<file path="src/rtl/gf180mcu_osu_sc_gp9t3v3__aoi21_bist.sv">
// BIST controller for an aoi21 test cell: sweeps all {A0,A1,B} vectors, samples Y
// after a programmable settle time, and records mismatch count and the first failing vector.
module gf180mcu_osu_sc_gp9t3v3__aoi21_bist #(
    parameter int unsigned SETTLE_CYCLES = 2,
    parameter int unsigned LOOPS         = 1
) (
    input  logic       CLK,
    input  logic       RN,
    input  logic       START,
    input  logic       ABORT,
    input  logic       Y_DUT,
    output logic       A0_DUT,
    output logic       A1_DUT,
    output logic       B_DUT,
    output logic       BUSY,
    output logic       DONE,
    output logic       PASS,
    output logic [3:0] ERR_CNT,
    output logic       FAIL_VLD,
    output logic [2:0] FAIL_VEC
);

    typedef enum logic [1:0] {
        S_IDLE = 2'd0,
        S_RUN  = 2'd1,
        S_DONE = 2'd2
    } state_t;

    localparam logic [3:0] LP_SETTLE    = 4'(SETTLE_CYCLES);
    localparam logic [1:0] LP_LAST_LOOP = 2'(LOOPS - 1);

    state_t     r_state;
    logic [2:0] r_vec;
    logic [3:0] r_cnt;
    logic [1:0] r_loop;
    logic [3:0] r_err;
    logic       r_fvld;
    logic [2:0] r_fvec;
    logic       r_busy;
    logic       r_done;

    logic       w_exp_y;
    logic       w_mismatch;

    assign w_exp_y    = ~((r_vec[2] & r_vec[1]) | r_vec[0]);
    assign w_mismatch = (Y_DUT != w_exp_y);

    always_ff @(posedge CLK or negedge RN) begin
        if (!RN) begin
            r_state <= S_IDLE;
            r_vec   <= '0;
            r_cnt   <= '0;
            r_loop  <= '0;
            r_err   <= '0;
            r_fvld  <= 1'b0;
            r_fvec  <= '0;
            r_busy  <= 1'b0;
            r_done  <= 1'b0;
        end else begin
            case (r_state)
                S_IDLE, S_DONE: begin
                    if (START) begin
                        r_state <= S_RUN;
                        r_vec   <= '0;
                        r_cnt   <= LP_SETTLE;
                        r_loop  <= '0;
                        r_err   <= '0;
                        r_fvld  <= 1'b0;
                        r_fvec  <= '0;
                        r_busy  <= 1'b1;
                        r_done  <= 1'b0;
                    end
                end
                S_RUN: begin
                    // Abort wins over a sample landing on the same edge.
                    if (ABORT) begin
                        r_state <= S_IDLE;
                        r_vec   <= '0;
                        r_err   <= '0;
                        r_fvld  <= 1'b0;
                        r_fvec  <= '0;
                        r_busy  <= 1'b0;
                        r_done  <= 1'b0;
                    end else if (r_cnt != '0) begin
                        r_cnt <= r_cnt - 4'd1;
                    end else begin
                        if (w_mismatch) begin
                            if (r_err != 4'hF) begin
                                r_err <= r_err + 4'd1;
                            end
                            if (!r_fvld) begin
                                r_fvld <= 1'b1;
                                r_fvec <= r_vec;
                            end
                        end
                        if (r_vec != 3'd7) begin
                            r_vec <= r_vec + 3'd1;
                            r_cnt <= LP_SETTLE;
                        end else if (r_loop != LP_LAST_LOOP) begin
                            r_vec  <= '0;
                            r_loop <= r_loop + 2'd1;
                            r_cnt  <= LP_SETTLE;
                        end else begin
                            r_state <= S_DONE;
                            r_vec   <= '0;
                            r_busy  <= 1'b0;
                            r_done  <= 1'b1;
                        end
                    end
                end
                default: r_state <= S_IDLE;
            endcase
        end
    end

    assign A0_DUT   = r_vec[2];
    assign A1_DUT   = r_vec[1];
    assign B_DUT    = r_vec[0];
    assign BUSY     = r_busy;
    assign DONE     = r_done;
    assign PASS     = r_done & (r_err == '0);
    assign ERR_CNT  = r_err;
    assign FAIL_VLD = r_fvld;
    assign FAIL_VEC = r_fvec;

endmodule
</file>
<file path="config.mk">
export PLATFORM = sky130hd
export DESIGN_NAME = gf180mcu_osu_sc_gp9t3v3__aoi21_bist
export DESIGN_NICKNAME = d
export VERILOG_FILES = /design/src/rtl/gf180mcu_osu_sc_gp9t3v3__aoi21_bist.sv
export SDC_FILE = /design/constraint.sdc
export NUM_CORES = 1
export LEC_CHECK = 0
export BUFFER_PORTS_ARGS = -buffer_cell sky130_fd_sc_hd__buf_2
export CAP_MARGIN = 20
export CORE_ASPECT_RATIO = 0.8
export CORE_MARGIN = 2
export CORE_UTILIZATION = 45
export CTS_CLUSTER_SIZE = 28
export DETAILED_ROUTE_END_ITERATION = 10
export PLACE_DENSITY = 0.75
export REMOVE_ABC_BUFFERS = 1
export SETUP_SLACK_MARGIN = 0.05
export SYNTH_ARGS = -nofsm -noshare
export SYNTH_HDL_FRONTEND = slang
export SYNTH_SLANG_ARGS = --single-unit
</file>
<file path="constraint.sdc">
create_clock -name CLK -period 3.3 [get_ports CLK]
set_clock_uncertainty 0.15 [all_clocks]
set_input_delay 0.165 -clock CLK [delete_from_list [all_inputs] [get_ports CLK]]
set_output_delay 0.165 -clock CLK [all_outputs]
set_load 0.005 [all_outputs]
</file>
Yosys cells after proc, flatten, opt, wreduce, memory -nomap -nowiden
Index checks and enable logic that the tools add are counted.
Widths: inputs -> output; s select.

word-level totals
  output and inout port bits = 14
  register bits after elaboration = 21
  bits of input ports = 5
  logic and storage cells = 98

operators by class
  $add $sub $neg = 4
  mux-type cells = 50
  bitwise gates (word level) = 4
  eq/ne operators = 17
  reductions and logical operators = 14

operators by type and width
  cell                 count
  $mux 4               10
  $mux 3               8
  $ne 3x3->1 const B   7
  $mux 2               10
  $pmux 4 s2           2
  $reduce_and 5->1     3
  $mux 1               13
  $pmux 3 s2           2
  $reduce_and 4->1     3
  $ne 2x2->1 const B   5
  $ne 4x4->1 const B   2
  $pmux 2 s2           2
  $pmux 1 s2           3
  $reduce_and 6->1     1
  $add 4x1->4 const B  1
  $logic_not 4->1      1
  $reduce_bool 2->1    2
  $reduce_bool 4->1    1
  $sub 4x1->4 const B  1
  $add 3x1->3 const B  1
  $reduce_and 3->1     1
  $add 2x1->2 const B  1
  $and 1x1->1          2
  $eq 2x1->1 const B   1
  6 further kinds      6

Depth between registers and ports, before layout
Gate-level depths: netlist (run 1).

  depth after elaboration = 8
  depth in mapped cells = 7

Worst setup path after synthesis (run 1)
No wires, ideal clock.

  path kind = register to register
  from = register r_cnt[0]
  to = register r_err[0] (netlist: ERR_CNT[0])
  period minus slack after synthesis = 1.805 ns
  buffers on the path = 1
  cell stages (with the launch flop) = 8
  data arrival time = 1.569 ns
  slack = 1.495 ns
  cells stage by stage = dfrtp_1 inv_1 ha_1 nor4b_2 mux2i_1 buf_2 or4_1 o211ai_1

on the way
  longest elaborated chain between the ends = 3

ends and longest elaborated chain
  item                               line  text
  start: declaration                 34    logic [3:0] r_cnt;
  start signal: assignment           85    r_cnt <= r_cnt - 4'd1;
  $reduce_bool 4->1                  84    end else if (r_cnt != '0) begin
  $ne 3x3->1 (no source line)        --
  $reduce_and 5->1 (no source line)  --
  end signal: assignment             89    r_err <= r_err + 4'd1;
  end: declaration                   36    logic [3:0] r_err;

Every way passes these cells.
A chain may end at the register's enable or synchronous reset.

Worst setup path in the final report (run 1)
  from = register r_cnt[0]
  to = register r_err[3] (netlist: ERR_CNT[3])

Same word-level chain as after synthesis.

==> results of run 1 <==
## Yosys cell counts (3+ instances only)
cell | instances | area, sq um
sky130_fd_sc_hd__or3_1 | 4 | 25.0
sky130_fd_sc_hd__dfrtp_1 | 21 | 526
sky130_fd_sc_hd__nand2_1 | 6 | 22.5
sky130_fd_sc_hd__o21ai_0 | 8 | 40.0
sky130_fd_sc_hd__o311ai_0 | 4 | 35.0
sky130_fd_sc_hd__nand3_1 | 3 | 15.0
sky130_fd_sc_hd__inv_1 | 12 | 45.0
sky130_fd_sc_hd__o211ai_1 | 3 | 22.5
sky130_fd_sc_hd__a21oi_1 | 3 | 15.0
sky130_fd_sc_hd__mux2_2 | 3 | 33.8
sky130_fd_sc_hd__nor2_1 | 10 | 37.5
sky130_fd_sc_hd__ha_1 | 7 | 87.6
## state kept, by name, indices dropped and copies added (netlist names)
register	flops
r_loop	2
ERR_CNT	4
r_state	2
r_cnt	4
BUSY	1
FAIL_VEC	3
DONE	1
r_vec	3
FAIL_VLD	1
## worst register-to-register path, stage by stage (launching register included)
cell and delay (ns):
sky130_fd_sc_hd__dfrtp_1 0.40, sky130_fd_sc_hd__inv_1 0.11, sky130_fd_sc_hd__ha_1 0.19, sky130_fd_sc_hd__nor4b_2 0.20
sky130_fd_sc_hd__mux2i_1 0.28, sky130_fd_sc_hd__or3_1 0.41, sky130_fd_sc_hd__a221oi_1 0.30
## power breakdown
group | switching, mW | internal, mW
logic | 0.126 | 0.0923
registers | 0.0429 | 0.298
clock network | 0.0800 | 0.0472
## layer usage
layer | vias up | GRT usage | share of wire
li1 | 478 | - | -
met1 | 479 | 0.262 | 0.46
met2 | 32 | 0.284 | 0.46
met3 | 2 | 0.0604 | 0.068
met4 | 0 | 0.0426 | 0.0060
met5 | - | 0 | 0
## metrics by stage
step | area, sq um | cells | setup WS [ns]
after floorplan | 1180 | 116 | 1.43
after global placement | 1310 | 170 | 1.29
after detailed placement | 1310 | 170 | 1.21
after CTS | 1350 | 175 | 1.17
after global routing | 1350 | 175 | 0.957
final | 1350 | 175 | 1.17
## layout make-up
cell class | instances | area (sq um) | area share
Inverter | 12 | 45.0 | 0.0334
Timing Repair Buffer | 19 | 100 | 0.0743
Multi-Input combinational cell | 83 | 606 | 0.449
Tap cell | 36 | 45.0 | 0.0334
Sequential cell | 21 | 526 | 0.390
Clock buffer | 4 | 26.3 | 0.0195
## logic make-up (layout without fill, tap and decap cells)
kind of cell	count (synthesis)	count (layout)	share of synthesized area
adders and majority gates	7	7	0.0738
DFF	21	21	0.443
AOI/OAI and AO/OA	28	28	0.166
muxes	5	5	0.0454
xor gates and xnor gates	1	1	0.00739
and+or+nand+nor	42	42	0.218
buffers and inverters	14	35	0.0464
## path summary, 6_finish.rpt
check                          from         end  cells after the start
setup / recovery           r_cnt[0]  ERR_CNT[3]                      6
max in group asynchronous        RN  ERR_CNT[1]                      2
hold reg to reg            r_cnt[1]    r_cnt[1]                      1
setup reg to reg           r_cnt[0]  ERR_CNT[3]                      6
min in group asynchronous        RN  ERR_CNT[2]                      2
hold / removal                START        BUSY                      3
==> results.cfg, run 1 <==
[global_routing]
grt_pass1_wl_mm = 4.31
gr-total-overflow = 0
grt_max_degree = 22
vias_in_the_first_global_route = 945
number_of_antenna_violations_at_the_first_check_in_global_routing = 0
grt_use_total = 0.188

[floorplan]
die-width_um = 61.4
num_io_pins = 19
start_util = 0.478
rows = 16
die_height_um = 49.9
floorplan.core_area_sq_um = 2480
fp.dieArea_sq_um = 3070

[timing]
timing_hold_violations_final = 0
fin_hold_ws_ns = 0.0338
fraction_of_the_cycle_the_final_worst_path_needs = 0.646
setup_viol_count_final = 0
tightestPinTransition_ns = 0.713
min_period_ns = 2.13
finalSetupTns_ns = 0
timing.slew.headroom = 0.511
timing.final.max_slew_violations = 0
unrepaired_setup_endpoints_after_global_routing = false
highest_clock_rate_ghz = 0.469

[critical_path]
cp-start-kind = flop
critPathArrivalTime_ns = 2.19
critical_path.n_buffers_inverters = 1
worstPathMaxFanout = 11
cp.required_ns = 3.36
path_delay_family = simple AND/OR/NAND/NOR gates
worst_path_largest_cell_delay_ns = 0.41
critical_path_cell_by_cell = inv_1, ha_1, nor4b_2, mux2i_1, or3_1, a221oi_1
critical_path_cell_with_the_highest_stage_delay = sky130_fd_sc_hd__or3_1
setup.reg_to_reg.worst_slack_ns = 1.17
timing.setup.critical_path_class = flop to flop
worstSetupEndpointType = flop

[drt]
drcViolationCount = 0
antenna_violating_nets_post_route = 0
postRouteWirelength_mm = 2.52
detail_route.first_pass.iterations = 4
route.detailed.wl_per_inst_um = 14.4
drtIter0Drc = 44
avgViaCountPerCell = 5.66
dr_total_vias = 991

[synth]
synth_seq_cells = 21
synthesis.area_per_instance_sq_um = 10.1
synth.yosys.seq_area_share = 0.443
ys_types = 38
post_synth_instance_area_sq_um = 1190
number_of_enable_type_register_cells_in_the_synthesized_netlist = 0
synthesis.instances = 118
synthesis.yosys.warnings = 0
async_flop_share = 1.00
synth_top_flop_cell = sky130_fd_sc_hd__dfrtp_1

[placed_design]
io_buffers = 18
post-dp-hpwl_mm = 1.91
finalWeightedCongestion = 0.839

[layout]
syn2layout_area_growth_pct = 13.6
post-route-util = 0.543
layout.nets = 152
final_common_cell = sky130_fd_sc_hd__dfrtp_1
most-common-layout-cells = sky130_fd_sc_hd__dfrtp_1, sky130_fd_sc_hd__buf_2, sky130_fd_sc_hd__inv_1, sky130_fd_sc_hd__nor2_1, sky130_fd_sc_hd__o21ai_0
antenna_cells_inserted = 0
final.fill_count = 243
post_route_cells_drive_above_1_share = 0.216

[clock_network]
cts.root.buffer_cell = sky130_fd_sc_hd__clkbuf_4
cts_tree = built
cts_made_buffers = 3
cts_setup_buffers = 0
insertion_delay_ns = 0.31
clkSlewWorstSetupHoldPaths_ns = 0.12
clock_tree.htree_level_count = 1
cts_resized = 0
cts_hold_buffers = 1
cts.path.max_buffers = 2
clkSinkCount = 21

[pwr]
irDropWorstVdd_mv = 0.292
power_leakage_nw = 0.648
pwr_density_cell_nw_per_um2 = 509
power_after_layout_uw = 686

[status]
status = finished clean

[min_path]
min-delay-path-class = input port to flop

[run]
max_cap_viol_count = 0
(Power assumes the default switching activity.)
==> inputs of run 2 (changes only) <==
--- a/config.mk
+++ b/config.mk
@@ -5,6 +5,7 @@
 export SDC_FILE = /design/constraint.sdc
 export NUM_CORES = 1
 export LEC_CHECK = 0
+export ABC_AREA = 1
 export BUFFER_PORTS_ARGS = -buffer_cell sky130_fd_sc_hd__buf_2
 export CAP_MARGIN = 20
 export CORE_ASPECT_RATIO = 0.8
@@ -12,7 +13,7 @@
 export CORE_UTILIZATION = 45
 export CTS_CLUSTER_SIZE = 28
 export DETAILED_ROUTE_END_ITERATION = 10
-export PLACE_DENSITY = 0.75
+export PLACE_DENSITY = 0.74
 export REMOVE_ABC_BUFFERS = 1
 export SETUP_SLACK_MARGIN = 0.05
 export SYNTH_ARGS = -nofsm -noshare
==> constraint.sdc (replaced) <==
create_clock -name CLK -period 2 [get_ports CLK]
set_clock_uncertainty 0.15 [all_clocks]
set_input_delay 0.1 -clock CLK [delete_from_list [all_inputs] [get_ports CLK]]
set_output_delay 0.1 -clock CLK [all_outputs]
set_load 0.005 [all_outputs]
==> results.cfg, run 2 <==
[status]
status = finished clean

[critical_path]
worstSetupEndpointType = flop
timing.setup.critical_path_class = flop to flop
worstPathMaxFanout = 14
critPathArrivalTime_ns = 1.82
cp.required_ns = 2.06
cp-start-kind = flop

[layout]
antenna_cells_inserted = 0
syn2layout_area_growth_pct = 13.1
ff_latch_area_sq_um = 526
final.fill_count = 270
most-common-layout-cells = sky130_fd_sc_hd__nand2_1, sky130_fd_sc_hd__dfrtp_1, sky130_fd_sc_hd__inv_1, sky130_fd_sc_hd__nor2_1, sky130_fd_sc_hd__buf_2
final_common_cell = sky130_fd_sc_hd__nand2_1
multi_input_logic_area_sq_um = 647
finalInstanceArea_sq_um = 1450
post_route_cells_drive_above_1_share = 0.186
layout.nets = 201
post-route-util = 0.530

[clock_network]
cts.root.buffer_cell = sky130_fd_sc_hd__clkbuf_4
cts_made_buffers = 3
insertion_delay_ns = 0.31
cts_tree = built
clock_tree.htree_level_count = 1
clkSlewWorstSetupHoldPaths_ns = 0.12
clkSinkCount = 21
cts.path.max_buffers = 2
cts_resized = 0

[global_routing]
grt_pass1_wl_mm = 4.23
grt_max_degree = 22
gr-total-overflow = 0
grt_use_total = 0.167
number_of_antenna_violations_at_the_first_check_in_global_routing = 0
vias_in_the_first_global_route = 996

[drt]
route.detailed.wl_per_inst_um = 10.9
drtIter0Drc = 32
antenna_violating_nets_post_route = 0
detail_route.first_pass.iterations = 4
drcViolationCount = 0
postRouteWirelength_mm = 2.47
dr_total_vias = 1094
avgViaCountPerCell = 4.84

[synth]
synthesis.instances = 165
synth_area_in_compound_gates = 0.0798
synth_seq_cells = 21
synthesis.yosys.warnings = 0
synthMuxAreaShare = 0
yosys.cell_count.top_type = sky130_fd_sc_hd__nand2_1
post_synth_fa_ha_maj_area_fraction = 0.0682
async_flop_share = 1.00
synth_top_flop_cell = sky130_fd_sc_hd__dfrtp_1
synth.yosys.seq_area_share = 0.409
synth_top_area_cell = sky130_fd_sc_hd__dfrtp_1
synthesis.area_per_instance_sq_um = 7.79
synth_simple_gate_area_share = 0.349
largest_family_of_logic_cells_by_synthesized_area = simple AND/OR/NAND/NOR gates
ys_types = 22
number_of_enable_type_register_cells_in_the_synthesized_netlist = 0
post_synth_instance_area_sq_um = 1280
synth.area.top_cells = sky130_fd_sc_hd__dfrtp_1, sky130_fd_sc_hd__nand2_1, sky130_fd_sc_hd__ha_1
most_used_standard_cells_in_the_synthesized_netlist = sky130_fd_sc_hd__nand2_1, sky130_fd_sc_hd__dfrtp_1, sky130_fd_sc_hd__inv_1
post-synth-top-area-fraction = 0.409
xor_and_xnor_area_share_after_synthesis = 0.00682

[floorplan]
fp.dieArea_sq_um = 3300
die-width_um = 63.7
die_height_um = 51.8
start_util = 0.468
num_io_pins = 19
rows = 17
floorplan.core_area_sq_um = 2740

[timing]
timing.final.max_slew_violations = 0
setup_viol_count_final = 0
finalSetupTns_ns = 0
timing.slew.headroom = 0.701
fin_hold_ws_ns = 0.104
unrepaired_setup_endpoints_after_global_routing = false
min_period_ns = 1.76
fraction_of_the_cycle_the_final_worst_path_needs = 0.880
timing_hold_violations_final = 0
tightestPinTransition_ns = 0.448
highest_clock_rate_ghz = 0.568

[run]
max_cap_viol_count = 0

[pwr]
irDropWorstVdd_mv = 0.444
p_clk_frac = 0.127
pwr_density_cell_nw_per_um2 = 1130
netSwitchingFraction = 0.450
internal_power_uw = 900
power_switching_uw = 736
power_leakage_nw = 0.780
p_seq_frac = 0.396
pwr-share-comb = 0.477

[placed_design]
io_buffers = 18
post_dp_cell_area_sq_um = 1400
finalWeightedCongestion = 0.780
post-dp-hpwl_mm = 1.92

[min_path]
min-delay-path-class = input port to asynchronous set/reset pin
## run 2: power by group through the flow
stage / Clock [mW] / Sequential [mW] / Combinational, mW
after floorplan: 0 / 0.641 / 0.574
after global placement: 0 / 0.651 / 0.750
after detailed placement: 0 / 0.657 / 0.778
after CTS: 0.213 / 0.649 / 0.785
after global routing: 0.235 / 0.666 / 0.892
final: 0.208 / 0.648 / 0.780
## run 2: layout make-up
type                            count  area share
Clock buffer                        3      0.0155
Clock inverter                      1     0.00344
Inverter                           23      0.0594
Multi-Input combinational cell    119       0.445
Sequential cell                    21       0.361
Tap cell                           38      0.0327
Timing Repair Buffer               21      0.0826
## run 2: per-layer routing
layer / up-vias / GRT usage / share of wire
met5: - / 0 / 0
met4: 0 / 0.0652 / 0.013
met3: 5 / 0.0281 / 0.030
met2: 18 / 0.282 / 0.43
met1: 499 / 0.216 / 0.52
li1: 572 / - / -
## run 2: logic make-up after synthesis
| family | count (synthesis) |
|---|---|
| flops | 21 |
| simple gates | 95 |
| fa+ha+maj | 7 |
| compound gates | 16 |
| xor+xnor | 1 |
| buf+inv | 25 |
## run 2: through the flow
stage                     total power [mW]  worst slack (ns)  std cells
after floorplan                       1.22             0.428        163
after global placement                1.40             0.346        219
after detailed placement              1.43             0.274        219
after CTS                             1.65             0.254        226
after global routing                  1.79            0.0711        226
final                                 1.64             0.241        226
## run 2: timing repair
action | CTS | global route
buffers inserted | 0 | 0
endpoints found under the setup margin | 0 | 0
endpoints found under the hold margin | 25 | 0
hold buffers | 3 | 0
## run 2: final timing paths
check	start	endpoint	slack (ns)	cells past startpoint
setup / recovery	r_cnt[0]	ERR_CNT[1]	0.24	7
hold / removal	RN	r_loop[1]	0.10	2
setup reg to reg	r_cnt[0]	ERR_CNT[1]	0.24	7
hold reg to reg	FAIL_VEC[2]	FAIL_VEC[2]	0.33	2
max in group asynchronous	RN	r_cnt[2]	1.28	2
min in group CLK	Y_DUT	FAIL_VEC[1]	0.13	5
## run 2: worst max-delay path, cell delays in order (launching register included)
cell and delay (ns):
sky130_fd_sc_hd__dfrtp_1 0.39, sky130_fd_sc_hd__inv_1 0.13, sky130_fd_sc_hd__ha_1 0.17, sky130_fd_sc_hd__nand2_2 0.13, sky130_fd_sc_hd__a21oi_4 0.37, sky130_fd_sc_hd__nand3_2 0.16, sky130_fd_sc_hd__nand2_1 0.11, sky130_fd_sc_hd__nand2_1 0.05
